`config.mk`:
```
export PLATFORM = sky130hd
export DESIGN_NAME = mux_serializer
export DESIGN_NICKNAME = d
export VERILOG_FILES = /design/src/rtl/mux_serializer.sv
export SDC_FILE = /design/constraint.sdc
export NUM_CORES = 1
export LEC_CHECK = 0
export BUFFER_PORTS_ARGS = -buffer_cell sky130_fd_sc_hd__buf_2
export CAP_MARGIN = 5
export CORE_ASPECT_RATIO = 0.75
export CORE_MARGIN = 2
export CORE_UTILIZATION = 40
export DETAILED_ROUTE_END_ITERATION = 8
export GPL_TIMING_DRIVEN = 0
export HOLD_SLACK_MARGIN = 0.05
export PLACE_DENSITY_LB_ADDON = 0.2
export SLEW_MARGIN = 20
export SYNTH_ARGS = -nofsm -noshare
export SYNTH_HDL_FRONTEND = slang
export SYNTH_SLANG_ARGS = --single-unit
export TNS_END_PERCENT = 20
```
`constraint.sdc`:
```
create_clock -name clk -period 1.65 [get_ports clk]
set_input_delay 0.165 -clock clk [delete_from_list [all_inputs] [get_ports clk]]
set_output_delay 0.165 -clock clk [all_outputs]
set_load 0.1 [all_outputs]
```
`src/rtl/mux_serializer.sv`:
```
// Parallel-to-serial stage: registers a word over valid/ready, then walks the muxNto1 select
// across every bit position, one bit per accepted serial transfer.
module mux_serializer #(
  parameter int unsigned WIDTH     = 16,
  parameter int unsigned SEL_WIDTH = $clog2(WIDTH),
  parameter bit          MSB_FIRST = 1'b0
) (
  input  logic                 clk,
  input  logic                 rst,
  input  logic [WIDTH-1:0]     in_data,
  input  logic                 in_valid,
  output logic                 in_ready,
  output logic                 ser_bit,
  output logic                 ser_valid,
  input  logic                 ser_ready,
  output logic [SEL_WIDTH-1:0] ser_sel,
  output logic                 ser_first,
  output logic                 ser_last,
  output logic [15:0]          word_cnt
);

  typedef enum logic [0:0] {StIdle, StShift} state_e;

  localparam logic [SEL_WIDTH-1:0] SelFirst = MSB_FIRST ? SEL_WIDTH'(WIDTH - 1) : '0;
  localparam logic [SEL_WIDTH-1:0] SelLast  = MSB_FIRST ? '0 : SEL_WIDTH'(WIDTH - 1);

  state_e               state_q;
  logic [WIDTH-1:0]     word_q;
  logic [SEL_WIDTH-1:0] sel_q;
  logic [15:0]          word_cnt_q;

  assign ser_valid = (state_q == StShift);
  assign ser_first = ser_valid && (sel_q == SelFirst);
  assign ser_last  = ser_valid && (sel_q == SelLast);
  // A new word can only enter while idle or as the last bit of the current word leaves.
  assign in_ready  = (state_q == StIdle) || (ser_ready && ser_last);
  assign ser_sel   = sel_q;
  assign word_cnt  = word_cnt_q;

  always_ff @(posedge clk or posedge rst) begin
    if (rst) begin
      state_q    <= StIdle;
      word_q     <= '0;
      sel_q      <= SelFirst;
      word_cnt_q <= '0;
    end else begin
      case (state_q)
        StIdle: begin
          if (in_valid) begin
            word_q  <= in_data;
            sel_q   <= SelFirst;
            state_q <= StShift;
          end
        end
        StShift: begin
          if (ser_ready) begin
            if (sel_q == SelLast) begin
              word_cnt_q <= word_cnt_q + 16'd1;
              if (in_valid) begin
                word_q <= in_data;
                sel_q  <= SelFirst;
              end else begin
                state_q <= StIdle;
              end
            end else if (MSB_FIRST) begin
              sel_q <= sel_q - 1'b1;
            end else begin
              sel_q <= sel_q + 1'b1;
            end
          end
        end
        default: state_q <= StIdle;
      endcase
    end
  end

  muxNto1 #(
    .WIDTH    (WIDTH),
    .SEL_WIDTH(SEL_WIDTH)
  ) u_mux (
    .data(word_q),
    .sel (sel_q),
    .out (ser_bit)
  );

endmodule

// N-to-1 bit multiplexer; out-of-range selects yield 0.
module muxNto1 #(
  parameter int unsigned WIDTH     = 16,
  parameter int unsigned SEL_WIDTH = $clog2(WIDTH)
) (
  input  logic [WIDTH-1:0]     data,
  input  logic [SEL_WIDTH-1:0] sel,
  output logic                 out
);

  always_comb begin
    out = 1'b0;
    for (int i = 0; i < WIDTH; i++) begin
      if (sel == SEL_WIDTH'(i)) out = data[i];
    end
  end

endmodule
```
## Word level (Yosys, flattened, before mapping)

Index checks and enable logic that the tools add are counted.

- Register bits: 37
- Input bits: 20
- Output and inout port bits: 25
- Word-level logic and storage cells: 59

- $add $sub $neg: 2
- Eq/ne operators: 17
- Multiplexer cells: 28
- Bitwise logic cells: 1
- Reductions and logical operators: 7

Operator list:

| kind | number |
|---|---|
| 16-bit 2-to-1 mux | 3 |
| 4-bit == test (second input constant) | 8 |
| 16-bit case mux with 2 select lines | 1 |
| 1-bit 2-to-1 mux | 19 |
| 16-bit by 1-bit adder with 16-bit output (second input constant) | 1 |
| 4-bit by 3-bit == test with 1-bit output (second input constant) | 4 |
| 4-bit 2-to-1 mux | 3 |
| 4-bit by 2-bit == test with 1-bit output (second input constant) | 2 |
| 4-bit case mux with 2 select lines | 1 |
| 4-bit by 1-bit adder with 4-bit output (second input constant) | 1 |
| 4-bit by 1-bit == test with 1-bit output (second input constant) | 1 |
| 4-bit logical NOT | 1 |
| 1-bit logical AND | 3 |
| 3-bit AND reduction | 1 |
| 2-bit by 1-bit != test with 1-bit output (second input constant) | 1 |
| 2-bit != test (second input constant) | 1 |
| 1-bit case mux with 2 select lines | 1 |
| 2-bit AND reduction | 1 |
| 1-bit logical OR | 1 |
| 1-bit NOT | 1 |

## Depth between registers and ports, before layout

Gate-level depths: netlist (run 1).

- Word-level depth: 17
- Mapped depth: 7
- Mapped depth without buffers: 6

## Cells and area by module

Synthesis (run 1) repeated with hierarchy kept, for this count alone.

- Cells, all modules: 144
- Area total of the unflattened synthesis: 1819.2 µm²

By module, submodules not included:

| module | instances | cells an instance | area an instance (µm²) | seq. area each (µm²) |
|---|---|---|---|---|
| mux_serializer | 1 | 128 | 1649.1 | 925.9 |
| muxNto1 | 1 | 16 | 170.2 | 0.0 |

## Least setup slack after synthesis (run 1)

OpenSTA, ideal clock, no wires.

- Path type: reg-to-output
- Start: register sel_q[0], in the netlist ser_sel[0]
- End: output ser_bit
- Arrival time: 3.690 ns
- Data required time: 1.485 ns
- Slack: -2.205 ns
- Cell stages (with the launch flop): 7
- Path buffers: 1
- Cell sequence: dfrtp_1 inv_1 ha_1 buf_2 a221o_1 a31o_2 o221ai_1

- Word-level cells in the longest chain between the ends: 17
- Elaborated cells between the ends (all ways): 32
- Classes of those cells: eq/ne (15); mux (16); reduce/logical (1)

RTL lines:

| what | line | text |
|---|---|---|
| start: declaration | 29 | `logic [SEL_WIDTH-1:0] sel_q;` |
| start signal: assignment | 44 | `sel_q <= SelFirst;` |
| start signal: assignment | 51 | `sel_q <= SelFirst;` |
| start signal: assignment | 61 | `sel_q <= SelFirst;` |
| 4-bit logical NOT | 101 | `if (sel == SEL_WIDTH'(i)) out = data[i];` |
| 1-bit 2-to-1 mux (15 in series) | 101 |  |
| 1-bit 2-to-1 mux * | 101 |  |
| end: declaration | 13 | `output logic ser_bit,` |

Mark *: on every way between the ends. The rest lies on a longest branch, timed or not.

## Worst setup path after layout (run 1)

Same ends and word-level chain as after synthesis.

==> impl_metrics.env, run 1 <==
export IMPL_dr_pass1_iters=6
export IMPL_hold_class="input port to register"
export IMPL_synth_nets=188
export IMPL_fin_ws_ns=-0.591
export IMPL_cp_arrival_ns=2.08
export IMPL_die_w_um=82.8
export IMPL_clock_skew_final_ns=0.00626
export IMPL_layout_worst_path_cycle_share_pct=136
export IMPL_p_total_w=0.00499
export IMPL_swShare_pct=46.3
export IMPL_synthFlopType="dfrtp_1"
export IMPL_p_switching_w=0.00231
export IMPL_worst_slew_pin_slew_ns=0.780
export IMPL_gr_total_overflow=0
export IMPL_yosysMostFrequentCell="dfrtp_1"
export IMPL_hpwl_um=2910
export IMPL_core_area_um2=4470
export IMPL_yosys_area_top_type_share_pct=49.8
export IMPL_rsz0062_at_grt="true"
export IMPL_grt_start_max_net_pins=38
export IMPL_syn_inst=163
export IMPL_wire_per_inst_um=16.3
export IMPL_clock_latency_ns=0.29
export IMPL_ir_drop_v=0.00111
export IMPL_drive_gt1_share_pct=53.6
export IMPL_max_freq_mhz=446
export IMPL_cts_tree="built"
export IMPL_status="finished with violations"
export IMPL_multi_input_comb_area_um2=1030
export IMPL_synth_top_cell_by_area="dfrtp_1"
export IMPL_seqPwrFrac_pct=29.6
export IMPL_p_comb_share_pct=57.6
export IMPL_initial_core_util_pct=41.7
export IMPL_dieArea_um2=5220
export IMPL_yosysUniqueCellTypes=37
export IMPL_p_int_w=0.00268
export IMPL_hold_violations=0
export IMPL_routabilityCongestion=0.769
export IMPL_fin_area_um2=2720
export IMPL_yosysSeqAreaShare_pct=49.8
export IMPL_cp_startpoint="ser_sel[0]"
export IMPL_startpoint_type="register"
export IMPL_synth_edf_count=0
export IMPL_synth_seq_cells=37
export IMPL_ant_nets=0
export IMPL_setup_viol=33
export IMPL_grt_pass1_wl_um=6920
export IMPL_slew_headroom_pct=47.9
export IMPL_path_clk_slew_ns=0.08
export IMPL_cts_buffer_depth=2
export IMPL_postSynthAreaPerCell_um2=11.4
export IMPL_synth_top_cells_by_count="37 x dfrtp_1, 17 x nand2_1, 14 x xnor2_1"
export IMPL_grt_pass1_vias=1458
export IMPL_antenna_diode_count=0
export IMPL_pre_cts_ws_ns=-0.579
export IMPL_cp_max_fo=5
export IMPL_fin_setup_tns_ns=-8.14
export IMPL_fp_row_count=21
export IMPL_power_leakage_nw=1.25
export IMPL_syn_area_um2=1860
export IMPL_synth_area_leaders="dfrtp_1 50%, xnor2_1 6.6%, mux2_2 5.4%"
export IMPL_async_flop_share_pct=100
export IMPL_post_drt_via_cell_ratio=5.18
export IMPL_drt_iter0_drc=71
export IMPL_wl_um=4760
export IMPL_grt_usage_pct=17.5
export IMPL_cp_required_ns=1.48
export IMPL_dpl_cell_count=263
export IMPL_vias=1512
export IMPL_violations="setup timing"
export IMPL_fin_nets=259
export IMPL_fin_cells=292
export IMPL_fin_crit_ns=2.24
export IMPL_antenna_found_initial=0
export IMPL_cts_sinks=37
export IMPL_layout_area_seq_um2=942
export IMPL_htreeDepth=2
export IMPL_yosysWarnings=0
export IMPL_port_buffers=43
export IMPL_die_y_um=63.1
export IMPL_drcViolationCount=0
export IMPL_ctsRootBufferMaster="clkbuf_8"
export IMPL_maxSlewViolCount=0
export IMPL_io_pins=45
export IMPL_p_per_area_nw_per_um2=1840
export IMPL_critPathCaptureType="primary output"
export IMPL_path_class="register to primary output"
export IMPL_areaGrowthSynthToFinish_pct=46.2
export IMPL_min_from="in_data[6]"
export IMPL_post_dp_cell_area_um2=2250
export IMPL_r2r_start="ser_sel[0]"
export IMPL_power_frac_clock_pct=12.7
export IMPL_maxCapViolations=0
export IMPL_cts_buffers=5
export IMPL_fillers=385
[kinds of logic (layout without fill, tap and decap cells)]
| kind of cell | Yosys count | after routing | synth area share, % |
|---|---|---|---|
| AO/OA/AOI/OAI | 25 | 25 | 9.82 |
| XOR/XNOR | 16 | 16 | 7.53 |
| adder cells (fa/ha/maj) | 5 | 5 | 3.36 |
| buffers and inverters | 14 | 86 | 3.97 |
| flip-flops | 37 | 37 | 49.8 |
| multiplexers | 15 | 15 | 10.3 |
| AND/OR/NAND/NOR | 51 | 51 | 15.3 |
[critical path: stages (launching register included)]
cell and delay (ns):
dfrtp_4 0.54, ha_4 0.19, buf_6 0.11, buf_6 0.11, nor2b_1 0.13, nor4b_2 0.27
a22oi_2 0.12, o221ai_4 0.09, buf_12 0.20
[metrics by stage]
| stage | hold slack [ns] | util [%] |
|---|---|---|
| floorplan | 0.282 | - |
| global placement | 0.366 | 50.4 |
| detailed placement | 0.360 | 50.4 |
| CTS | 0.0739 | 55.4 |
| global route | 0.0990 | 60.9 |
| finish | 0.0946 | 60.9 |
[cell type report]
cell class	count	share of cell area [%]
clock inverter	3	0.644
timing repair buffer	65	18.7
multi-input combinational	112	38.0
clock buffer	5	2.53
inverter	8	1.20
sequential	37	34.6
buffer	5	1.66
tap	57	2.62
[registers in the layout, indices dropped and copies added (netlist names)]
name       flops
ser_sel        4
ser_valid      1
word_cnt      16
word_q        16
[cell usage in the layout, fill, tap and decap left out, types with 5 or more instances in the layout]
cell      netlist  routed
nand4_1         5       5
buf_2           3      40
clkbuf_8        0       5
mux2_4          6       9
buf_6           0       6
mux2_2          9       6
xnor2_1        14      14
dfrtp_1        37      32
buf_12          1       7
buf_4           0      14
inv_1           8       5
nand3_1        10       9
nand2_1        17      13
[timing repair]
action | CTS | global route
setup buffers | 7 | 13
hold endpoints to repair | 37 | 0
pin swaps | 9 | 7
setup endpoints to repair | 22 | 28
hold buffers | 1 | 0
gates cloned | 0 | 1
resized for setup | 22 | 28
[power by group through the flow]
stage | sequential [W] | clock [W] | combinational, W
2_1_floorplan | 0.00189 | 0 | 0.00136
3_3_place_gp | 0.00144 | 0 | 0.00212
3_5_place_dp | 0.00146 | 0 | 0.00216
4_1_cts | 0.00144 | 0.000642 | 0.00250
5_1_grt | 0.00151 | 0.000678 | 0.00302
6_report | 0.00148 | 0.000636 | 0.00288
[routing by layer]
layer,global-route usage (%),vias to the layer above,routed length [um]
li1,-,721,-
met1,25.4,741,2270
met2,24.7,43,2210
met3,5.30,7,220
met4,5.74,0,57
met5,0,-,0
[path summary, 6_finish.rpt]
kind	endpoint	slack, ns	cells past startpoint
max	ser_bit	-0.59	8
min	word_q[6]	0.09	3
max reg2reg	word_q[9]	-0.34	9
min reg2reg	word_cnt[15]	0.49	1
max in group asynchronous	ser_sel[2]	0.52	3
min in group asynchronous	word_q[12]	0.56	3
Power figures use the tool's default switching activity.
==> run 2, diff against run 1 <==
- CORE_UTILIZATION: 40 -> 48
==> run 2 against run 1 <==
Effect of this change: the flow still finishes with violations (setup timing); first-iteration DRC count decreased by 1.4%; worst setup slack better by 0.035 ns; count of clock-buffer cells in the layout grew 2; global-route usage rose by 4.4 points; critical path type unchanged; critical endpoint unchanged; largest cell class unchanged; largest power group unchanged.
==> impl_metrics.env, run 2 (synthesis results as in run 1) <==
export IMPL_status="finished with violations"
export IMPL_violations="setup timing"
export IMPL_cp_startpoint="ser_sel[1]"
export IMPL_grt_pass1_vias=1417
export IMPL_ir_drop_v=0.00114
export IMPL_fin_nets=251
export IMPL_power_frac_clock_pct=16.7
export IMPL_whs_path_depth=3
export IMPL_routabilityCongestion=0.818
export IMPL_htreeDepth=2
export IMPL_clock_skew_final_ns=0.00514
export IMPL_io_pins=45
export IMPL_path_class="register to primary output"
export IMPL_cp_required_ns=1.48
export IMPL_min_from="in_data[6]"
export IMPL_layout_worst_path_cycle_share_pct=134
export IMPL_wl_um=4510
export IMPL_rrSetupSlack_ns=-0.15
export IMPL_maxCapViolations=0
export IMPL_swShare_pct=44.6
export IMPL_cts_tree="built"
export IMPL_hold_class="input port to register"
export IMPL_worst_slew_pin_slew_ns=0.757
export IMPL_ctsRootBufferMaster="clkbuf_8"
export IMPL_grt_start_max_net_pins=38
export IMPL_worstHoldEndpoint="word_q[6]"
export IMPL_antenna_found_initial=0
export IMPL_ant_nets=0
export IMPL_areaGrowthSynthToFinish_pct=43.5
export IMPL_pre_cts_ws_ns=-0.570
export IMPL_critPathCaptureType="primary output"
export IMPL_p_per_area_nw_per_um2=1860
export IMPL_setup_viol=25
export IMPL_drcViolationCount=0
export IMPL_post_dp_cell_area_um2=2240
export IMPL_clock_latency_ns=0.29
export IMPL_startpoint_type="register"
export IMPL_slew_headroom_pct=49.4
export IMPL_cts_buffers=5
export IMPL_drt_iter0_drc=70
export IMPL_rr_worst_depth=7
export IMPL_fin_area_um2=2670
export IMPL_drive_gt1_share_pct=50.7
export IMPL_gr_total_overflow=0
export IMPL_grt_pass1_wl_um=6890
export IMPL_dieArea_um2=4400
export IMPL_dr_pass1_iters=4
export IMPL_core_area_um2=3680
export IMPL_p_switching_w=0.00221
export IMPL_cp_max_fo=5
export IMPL_grt_usage_pct=21.9
export IMPL_mostFrequentLayoutCell="buf_2"
export IMPL_power_leakage_nw=1.24
export IMPL_antenna_diode_count=0
export IMPL_max_freq_mhz=453
export IMPL_p_comb_share_pct=53.9
export IMPL_fp_row_count=19
export IMPL_die_w_um=75.9
export IMPL_vias=1541
export IMPL_maxSlewViolCount=0
export IMPL_port_buffers=43
export IMPL_cts_buffer_depth=2
export IMPL_rsz0062_at_grt="true"
export IMPL_worst_r2r_endpoint="word_q[14]"
export IMPL_final_cell_mix="39 x buf_2, 32 x dfrtp_1, 15 x nand2_1"
export IMPL_fin_ws_ns=-0.557
export IMPL_wire_per_inst_um=16.2
export IMPL_hpwl_um=2870
export IMPL_p_int_w=0.00275
export IMPL_die_y_um=57.9
export IMPL_initial_core_util_pct=50.5
export IMPL_cp_arrival_ns=2.04
export IMPL_cts_sinks=37
export IMPL_fin_crit_ns=2.21
export IMPL_r2r_start="ser_sel[0]"
export IMPL_post_drt_via_cell_ratio=5.52
export IMPL_path_clk_slew_ns=0.08
export IMPL_p_total_w=0.00496
export IMPL_seqPwrFrac_pct=29.4
export IMPL_hold_violations=0
==> run 2: cell count changes in the layout (fill, tap and decap cells not counted), sizes merged <==
cell | previous run | this run
buf | 67 | 58
clkinvlp | 1 | 0
bufinv | 0 | 1
clkbuf | 7 | 10
clkinv | 2 | 0
==> run 2: area by class of cell <==
type                            count  area, um^2
Multi-Input combinational cell    112        1030
Inverter                            8        32.5
Fill cell                         259        1010
Sequential cell                    37         942
Buffer                              5        48.8
Timing Repair Buffer               57         433
Clock inverter                      1        30.0
Tap cell                           52        65.1
Clock buffer                        7        86.3
==> run 2: repair_timing <==
action	CTS	global route
endpoints found under the hold margin	37	0
endpoints found under the setup margin	25	32
gates resized for setup	37	10
pin swaps	21	9
gates cloned	0	1
hold buffers	1	0
buffers inserted	9	4
==> run 2: critical path, stage by stage (launching register included) <==
cell	delay (ns)
dfrtp_4	0.52
ha_4	0.20
buf_4	0.15
a211oi_2	0.18
o21ai_1	0.11
a22oi_2	0.24
o221ai_4	0.15
buf_12	0.19
==> run 2: worst max path at each step <==
stage | to | slack (ns) | cells after the start
finish | ser_bit | -0.56 | 7
floorplan | ser_bit | -0.67 | 7
global placement | ser_bit | -0.55 | 8
detailed placement | ser_bit | -0.57 | 8
global route | ser_bit | -0.66 | 7
CTS | ser_bit | -0.57 | 7
==> run 2: power groups by stage <==
stage	logic, W	clock network, W	registers [W]
finish	0.00267	0.000830	0.00146
global route	0.00282	0.000874	0.00150
CTS	0.00258	0.000836	0.00145
detailed placement	0.00216	0	0.00146
global placement	0.00211	0	0.00144
floorplan	0.00136	0	0.00189
==> run 2: per-layer routing <==
layer | track usage [%] | vias to the layer above | wire length, um | part of all wire, %
met5 | 0 | - | 0 | 0
met4 | 12.0 | 0 | 87 | 1.9
met3 | 5.39 | 8 | 258 | 5.7
met2 | 30.0 | 52 | 2060 | 46
met1 | 31.5 | 776 | 2100 | 47
li1 | - | 705 | - | -
==> run 2: per-stage QoR <==
step | hold WS, ns | cells | util [%] | setup TNS [ns]
finish | 0.0780 | 279 | 72.5 | -2.77
global route | 0.0940 | 279 | 72.5 | -4.39
global placement | 0.371 | 258 | 60.9 | -2.07
CTS | 0.0717 | 275 | 70.5 | -2.45
detailed placement | 0.344 | 258 | 60.9 | -3.05
floorplan | 0.282 | 163 | - | -8.90
